<file path="src/rtl/bus_sw_ctrl.sv">
// rtl/bus_sw_ctrl.sv - per-switch bus direction controller with break-before-make turnaround
//
// Purpose: drives NUM_SW independent bidirectional data bus switches. Each switch
//   is either off, enabled upstream, or enabled downstream. Any release of a
//   direction passes through TURN_CYC dead cycles before the next grant. A u/d
//   request collision while idle is reported on a shared one-cycle pulse. Switch 0
//   also carries a downstream bit mask.
//
// Optional feature: define BUS_SW_TURNAROUND_EN to build the TURN state and its
//   dead-cycle counter. Without it, switches move directly between OFF/UP/DN,
//   bus_sw_busy is tied low and TURN_CYC has no effect.
//
// Ports:
//   clk             - clock, all state on rising edge
//   nreset          - asynchronous active-low reset
//   ctl_sw_u        - [NUM_SW] per-switch upstream request
//   ctl_sw_d        - [NUM_SW] per-switch downstream request
//   ctl_sw_mask_en  - enable downstream masking on switch 0
//   ctl_sw_mask     - [DW] mask pattern, 1 forces the bit low downstream
//   bus_sw_u        - [NUM_SW] registered upstream enables
//   bus_sw_d        - [NUM_SW] registered downstream enables
//   bus_sw_mask     - [DW] effective mask for switch 0 downstream
//   bus_sw_busy     - [NUM_SW] switch is in turnaround
//   bus_sw_conflict - one-cycle pulse after a u/d collision is sampled

module bus_sw_ctrl #(
   parameter int NUM_SW   = 2,
   parameter int TURN_CYC = 1,
   parameter int DW       = 8
) (
   input  logic              clk,
   input  logic              nreset,
   input  logic [NUM_SW-1:0] ctl_sw_u,
   input  logic [NUM_SW-1:0] ctl_sw_d,
   input  logic              ctl_sw_mask_en,
   input  logic [DW-1:0]     ctl_sw_mask,
   output logic [NUM_SW-1:0] bus_sw_u,
   output logic [NUM_SW-1:0] bus_sw_d,
   output logic [DW-1:0]     bus_sw_mask,
   output logic [NUM_SW-1:0] bus_sw_busy,
   output logic              bus_sw_conflict
);

   if (NUM_SW < 1 || NUM_SW > 8) begin : g_bad_num_sw
      $error("bus_sw_ctrl: NUM_SW must be 1..8");
   end
   if (TURN_CYC < 1 || TURN_CYC > 7) begin : g_bad_turn_cyc
      $error("bus_sw_ctrl: TURN_CYC must be 1..7");
   end

`ifdef BUS_SW_TURNAROUND_EN
   typedef enum logic [1:0] {ST_OFF = 2'd0, ST_UP = 2'd1, ST_DN = 2'd2, ST_TURN = 2'd3} sw_state_t;
   // Counter starts at TURN_CYC-1 so that TURN lasts exactly TURN_CYC cycles.
   localparam logic [2:0] TURN_LOAD = 3'(TURN_CYC - 1);
`else
   typedef enum logic [1:0] {ST_OFF = 2'd0, ST_UP = 2'd1, ST_DN = 2'd2} sw_state_t;
`endif

   // Grant decision for an idle switch: exactly one request wins, a collision stays off.
   function automatic sw_state_t off_next(input logic u, input logic d);
      if (u && !d) begin
         return ST_UP;
      end else if (d && !u) begin
         return ST_DN;
      end else begin
         return ST_OFF;
      end
   endfunction

   logic [NUM_SW-1:0] conf_vec;
   logic              conflict_q;
   logic [DW-1:0]     mask_q;

   for (genvar i = 0; i < NUM_SW; i++) begin : g_sw
      sw_state_t state_q, state_d;
      logic      u, d, conf_d;

      assign u = ctl_sw_u[i];
      assign d = ctl_sw_d[i];

`ifdef BUS_SW_TURNAROUND_EN
      logic [2:0] cnt_q, cnt_d;

      always_comb begin
         state_d = state_q;
         cnt_d   = cnt_q;
         conf_d  = 1'b0;
         case (state_q)
            ST_OFF: begin
               state_d = off_next(u, d);
               conf_d  = u & d;
            end
            ST_UP: begin
               if (!(u && !d)) begin
                  state_d = ST_TURN;
                  cnt_d   = TURN_LOAD;
               end
            end
            ST_DN: begin
               if (!(d && !u)) begin
                  state_d = ST_TURN;
                  cnt_d   = TURN_LOAD;
               end
            end
            ST_TURN: begin
               // Requests are ignored until the last dead cycle, then treated as idle.
               if (cnt_q == 3'd0) begin
                  state_d = off_next(u, d);
                  conf_d  = u & d;
               end else begin
                  cnt_d = cnt_q - 3'd1;
               end
            end
            default: state_d = ST_OFF;
         endcase
      end

      always_ff @(posedge clk or negedge nreset) begin
         if (!nreset) begin
            state_q <= ST_OFF;
            cnt_q   <= 3'd0;
         end else begin
            state_q <= state_d;
            cnt_q   <= cnt_d;
         end
      end

      assign bus_sw_busy[i] = (state_q == ST_TURN);
`else
      // Every state re-arbitrates directly, so UP can swap to DN in one edge.
      always_comb begin
         state_d = off_next(u, d);
         conf_d  = u & d;
      end

      always_ff @(posedge clk or negedge nreset) begin
         if (!nreset) begin
            state_q <= ST_OFF;
         end else begin
            state_q <= state_d;
         end
      end

      assign bus_sw_busy[i] = 1'b0;
`endif

      assign conf_vec[i] = conf_d;
      assign bus_sw_u[i] = (state_q == ST_UP);
      assign bus_sw_d[i] = (state_q == ST_DN);
   end

   always_ff @(posedge clk or negedge nreset) begin
      if (!nreset) begin
         conflict_q <= 1'b0;
         mask_q     <= '0;
      end else begin
         conflict_q <= |conf_vec;
         mask_q     <= ctl_sw_mask_en ? ctl_sw_mask : '0;
      end
   end

   assign bus_sw_conflict = conflict_q;
   // Mask only takes effect while switch 0 actually drives downstream.
   assign bus_sw_mask     = mask_q & {DW{bus_sw_d[0]}};

endmodule

</file>
<file path="config.mk">
export PLATFORM = sky130hd
export DESIGN_NAME = bus_sw_ctrl
export DESIGN_NICKNAME = d
export VERILOG_FILES = /design/src/rtl/bus_sw_ctrl.sv
export SDC_FILE = /design/constraint.sdc
export NUM_CORES = 1
export LEC_CHECK = 0
export ABC_AREA = 1
export CAP_MARGIN = 15
export CORE_AREA = 2 2 41 43
export DETAILED_ROUTE_END_ITERATION = 7
export DIE_AREA = 0 0 43 45
export PLACE_DENSITY_LB_ADDON = 0.08
export SYNTH_ARGS = -nofsm -noshare
export SYNTH_HDL_FRONTEND = slang
export SYNTH_SLANG_ARGS = --single-unit
</file>
<file path="constraint.sdc">
create_clock -name clk -period 2 [get_ports clk]
set_input_delay 0.6 -clock clk [delete_from_list [all_inputs] [get_ports clk]]
set_output_delay 0.6 -clock clk [all_outputs]
set_load 0.005 [all_outputs]
</file>
# Word level (Yosys, flattened, before mapping)
# Cells that the tools add are included.
# op_classes
n_eq_ne	4
muxes	5
n_bitwise	3
reduce_logical	9
# ops
operator	count
8-bit bitwise AND	1
2-bit 2-to-1 mux	4
8-bit 2-to-1 mux	1
2-bit by 1-bit equality test with 1-bit output, second input constant	2
2-bit equality test, second input constant	2
1-bit logical AND	4
1-bit logical NOT	4
1-bit bitwise AND	2
2-bit OR reduction	1
# word_totals
reg_bits	13
in_bits	15
out_inout_bits	15
elab_cells	25

# Logic depth before layout (Yosys ltp)
# logic_depth
ltp_word	4
mapped_depth	3
mapped_depth_nobuf	3

# Worst setup path after synthesis
# No wires, ideal clock.
# synth_timing
path_type	register to output
startpoint	register g_sw[0].state_q[0]
endpoint	output bus_sw_mask[0]
arrival_time_ns	0.618
slack_ns	0.782
path_stages_with_launch	4
path_buffers	0
path_cell_list	dfrtp_1 -> inv_1 -> nand2_4 -> nor2_1
# synth_between
elab_chain_len	2
# synth_lines
item	line_no	source
start: declaration	75	sw_state_t state_q, state_d;
start signal: assignment	140	state_q <= state_d;
2-bit equality test	149	assign bus_sw_d[i] = (state_q == ST_DN);
8-bit bitwise AND	164	assign bus_sw_mask = mask_q & {DW{bus_sw_d[0]}};
end: declaration	39	output logic [DW-1:0] bus_sw_mask,
# No other way between the ends.

# Worst setup path after layout
# layout_timing
startpoint	register g_sw[1].state_q[0]
endpoint	output bus_sw_d[1]
# layout_between
elab_chain_len	1
# layout_lines
item	line_no	source
start: declaration	75	
start signal: assignment	140	
2-bit equality test	149	
end: declaration	38	output logic [NUM_SW-1:0] bus_sw_d,
# No other way between the ends.

==> results.txt <==
H-tree levels: 1
leading area contributor after synthesis: dfrtp_1
critical path's largest stage delay: 520 ps
CTS sink count: 13
Int Power: 0.403 mW
via/cell ratio: 3.97
pwr dens: 597 nW/um^2
Final Instance Area: 868 um^2
die width: 43 um
DRC Markers: 0
TNS Setup: 0 ps
Setup crit end kind: output port
register share of total power: 0.542
Worst Tran Pin Value: 549 ps
critical path, cell by cell: nor2_1, clkdlybuf4s50_1
Finished Layout Cells: 116
maximum VDD drop: 0.000392 V
Max Slew Vio Count: 0
Num CTS Buffers: 3
Final setup viols: 0
Nets: 116
critical path startpoint category: register
synthesized area: 551 um^2
Worst-path clk slew: 80 ps
share of the synthesized area in the top cell type: 0.591
global routing usage on met3: 0.0240
post-synthesis sequential area ratio: 0.591
Final Hold Fails: 0
number of global-route vias before repair: 397
met2 GRT Util: 0.188
Rows: 14
Post-synth EDFFs: 0
grt total ovfl: 0
gr busiest metal: met2
CTS tree: built
wire length per cell: 8.03 um
dpl cell area: 822 um^2
RSZ-0062 raised after global routing: no
crit path max-delay cell type: clkdlybuf4s50_1
Sw Ratio: 0.223
Ys Warns: 0
number of buffers added on ports: 27
Distinct cells, synth: 7
Power Total: 0.519 mW
IO Count: 30
Async SR Flop Fraction: 1.00
crit-path max FO: 2
most frequent cells after synthesis: 24 x inv_1, 15 x nor2_1, 13 x dfrtp_1
layout cells sized above 1: 0.0800
CTS Buffer Depth: 2
Die Y: 45 um
DIE AREA: 1940 um^2
met1 usage: 0.129
Max-slew headroom: 0.633
count leader, synth: inv_1
Layout area overhead: 57.7%
DR vias: 460
Post-Route WL: 932 um
Comb pwr share: 0.156
WP data arrival: 1310 ps
ant diodes: 0
Syn Area/Cell: 8.10 um^2
routability cong.: 0.664
Crit Path Class: reg2out
Root Buffer: clkbuf_4
CP top delay family: buffers and inverters
worst hold slack: 685 ps
Final ANT Viol Nets: 0
Mapped Cells: 68
P_sw: 0.116 mW
DRT iter0 DRCs: 1
CP required: 1400 ps
first-pass GRT wire length: 1580 um
HPWL after DPL: 701 um
Initial DRT Pass Iterations: 3
prevailing post-synth register cell: dfrtp_1
Tmin final: 1910 ps
status: finished, final reports clean
largest net degree at the start of global routing: 14
clock network power share: 0.302
#FFs+latches synth: 13
WP buf/inv: 1
placed cells: 109
leak pwr: 0.547 nW
Max-cap violations: 0
core area: 1470 um^2
fin crit share: 0.957
worst hold path type: in2async
synth top area cells: dfrtp_1 59%, inv_1 16%, nor2_1 10%
antenna violations before repair: 0
Max Clk Rate: 0.522 GHz
starting density of the core: 0.374
Total Routing Usage GR: 0.116
-- placed cells by master (no fill, tap or decap), drive strengths merged --
cell type       n
inv            24
clkdlybuf4s50  19
nor2           15
dfrtp          13
nand2          12
dlygate4sd2     6
clkbuf          4
buf             3
conb            2
dlymetal6s2s    2
-- worst paths after layout --
| kind | start | to | slack [ps] | cells after the start |
|---|---|---|---|---|
| min in group clk | ctl_sw_mask[6] | mask_q[6]$_DFF_PN0_ | 850 | 3 |
| min | nreset | bus_sw_conflict$_DFF_PN0_ | 680 | 1 |
| max | g_sw[1].state_q[0]$_DFF_PN0_ | bus_sw_d[1] | 90 | 2 |
| max in group asynchronous | nreset | mask_q[0]$_DFF_PN0_ | 960 | 1 |
-- final cells by class --
class	count	area (um^2)
Inverter	24	90.1
Timing Repair Buffer	30	290
Multi-Input combinational cell	29	116
Sequential cell	13	325
Fill cell	154	603
Clock buffer	4	26.3
Tap cell	16	20.0
-- state kept, by name (all words and copies together), names as in the netlist --
signal,cells
g_sw.state_q,4
bus_sw_conflict,1
mask_q,8
-- metal layers --
metal | part of all wire | up-vias
li1 | - | 241
met1 | 0.35 | 201
met2 | 0.55 | 16
met3 | 0.080 | 2
met4 | 0.018 | 0
met5 | 0 | -
-- what timing repair did --
action	4_1_cts	5_1_grt
resized for setup	7	2
endpoints found under the setup margin	8	3
hold buffers	0	0
setup buffers	0	3
-- power by group through the flow --
stage	Clock [mW]	Combinational, mW	Sequential [mW]
3_3_place_gp	0	0.0787	0.286
2_1_floorplan	0	0.0285	0.286
5_1_grt	0.182	0.0921	0.283
3_5_place_dp	0	0.0801	0.286
6_report	0.157	0.0811	0.281
4_1_cts	0.164	0.0786	0.281
-- stage by stage --
step	util	setup slack, ps
final	0.590	85.7
after global routing	0.590	28.7
after CTS	0.571	0.728
after detailed placement	0.559	256
after global placement	0.559	268
after floorplan	-	782
-- kinds of logic (layout without fill, tap and decap cells) --
group,after synthesis,count (layout),share of synthesized area
AND/OR/NAND/NOR,27,27,0.198
buffers and inverters,27,58,0.205
flip-flops,13,13,0.591
other,1,2,0.00681
No activity file was read; power rests on OpenSTA's default activity.
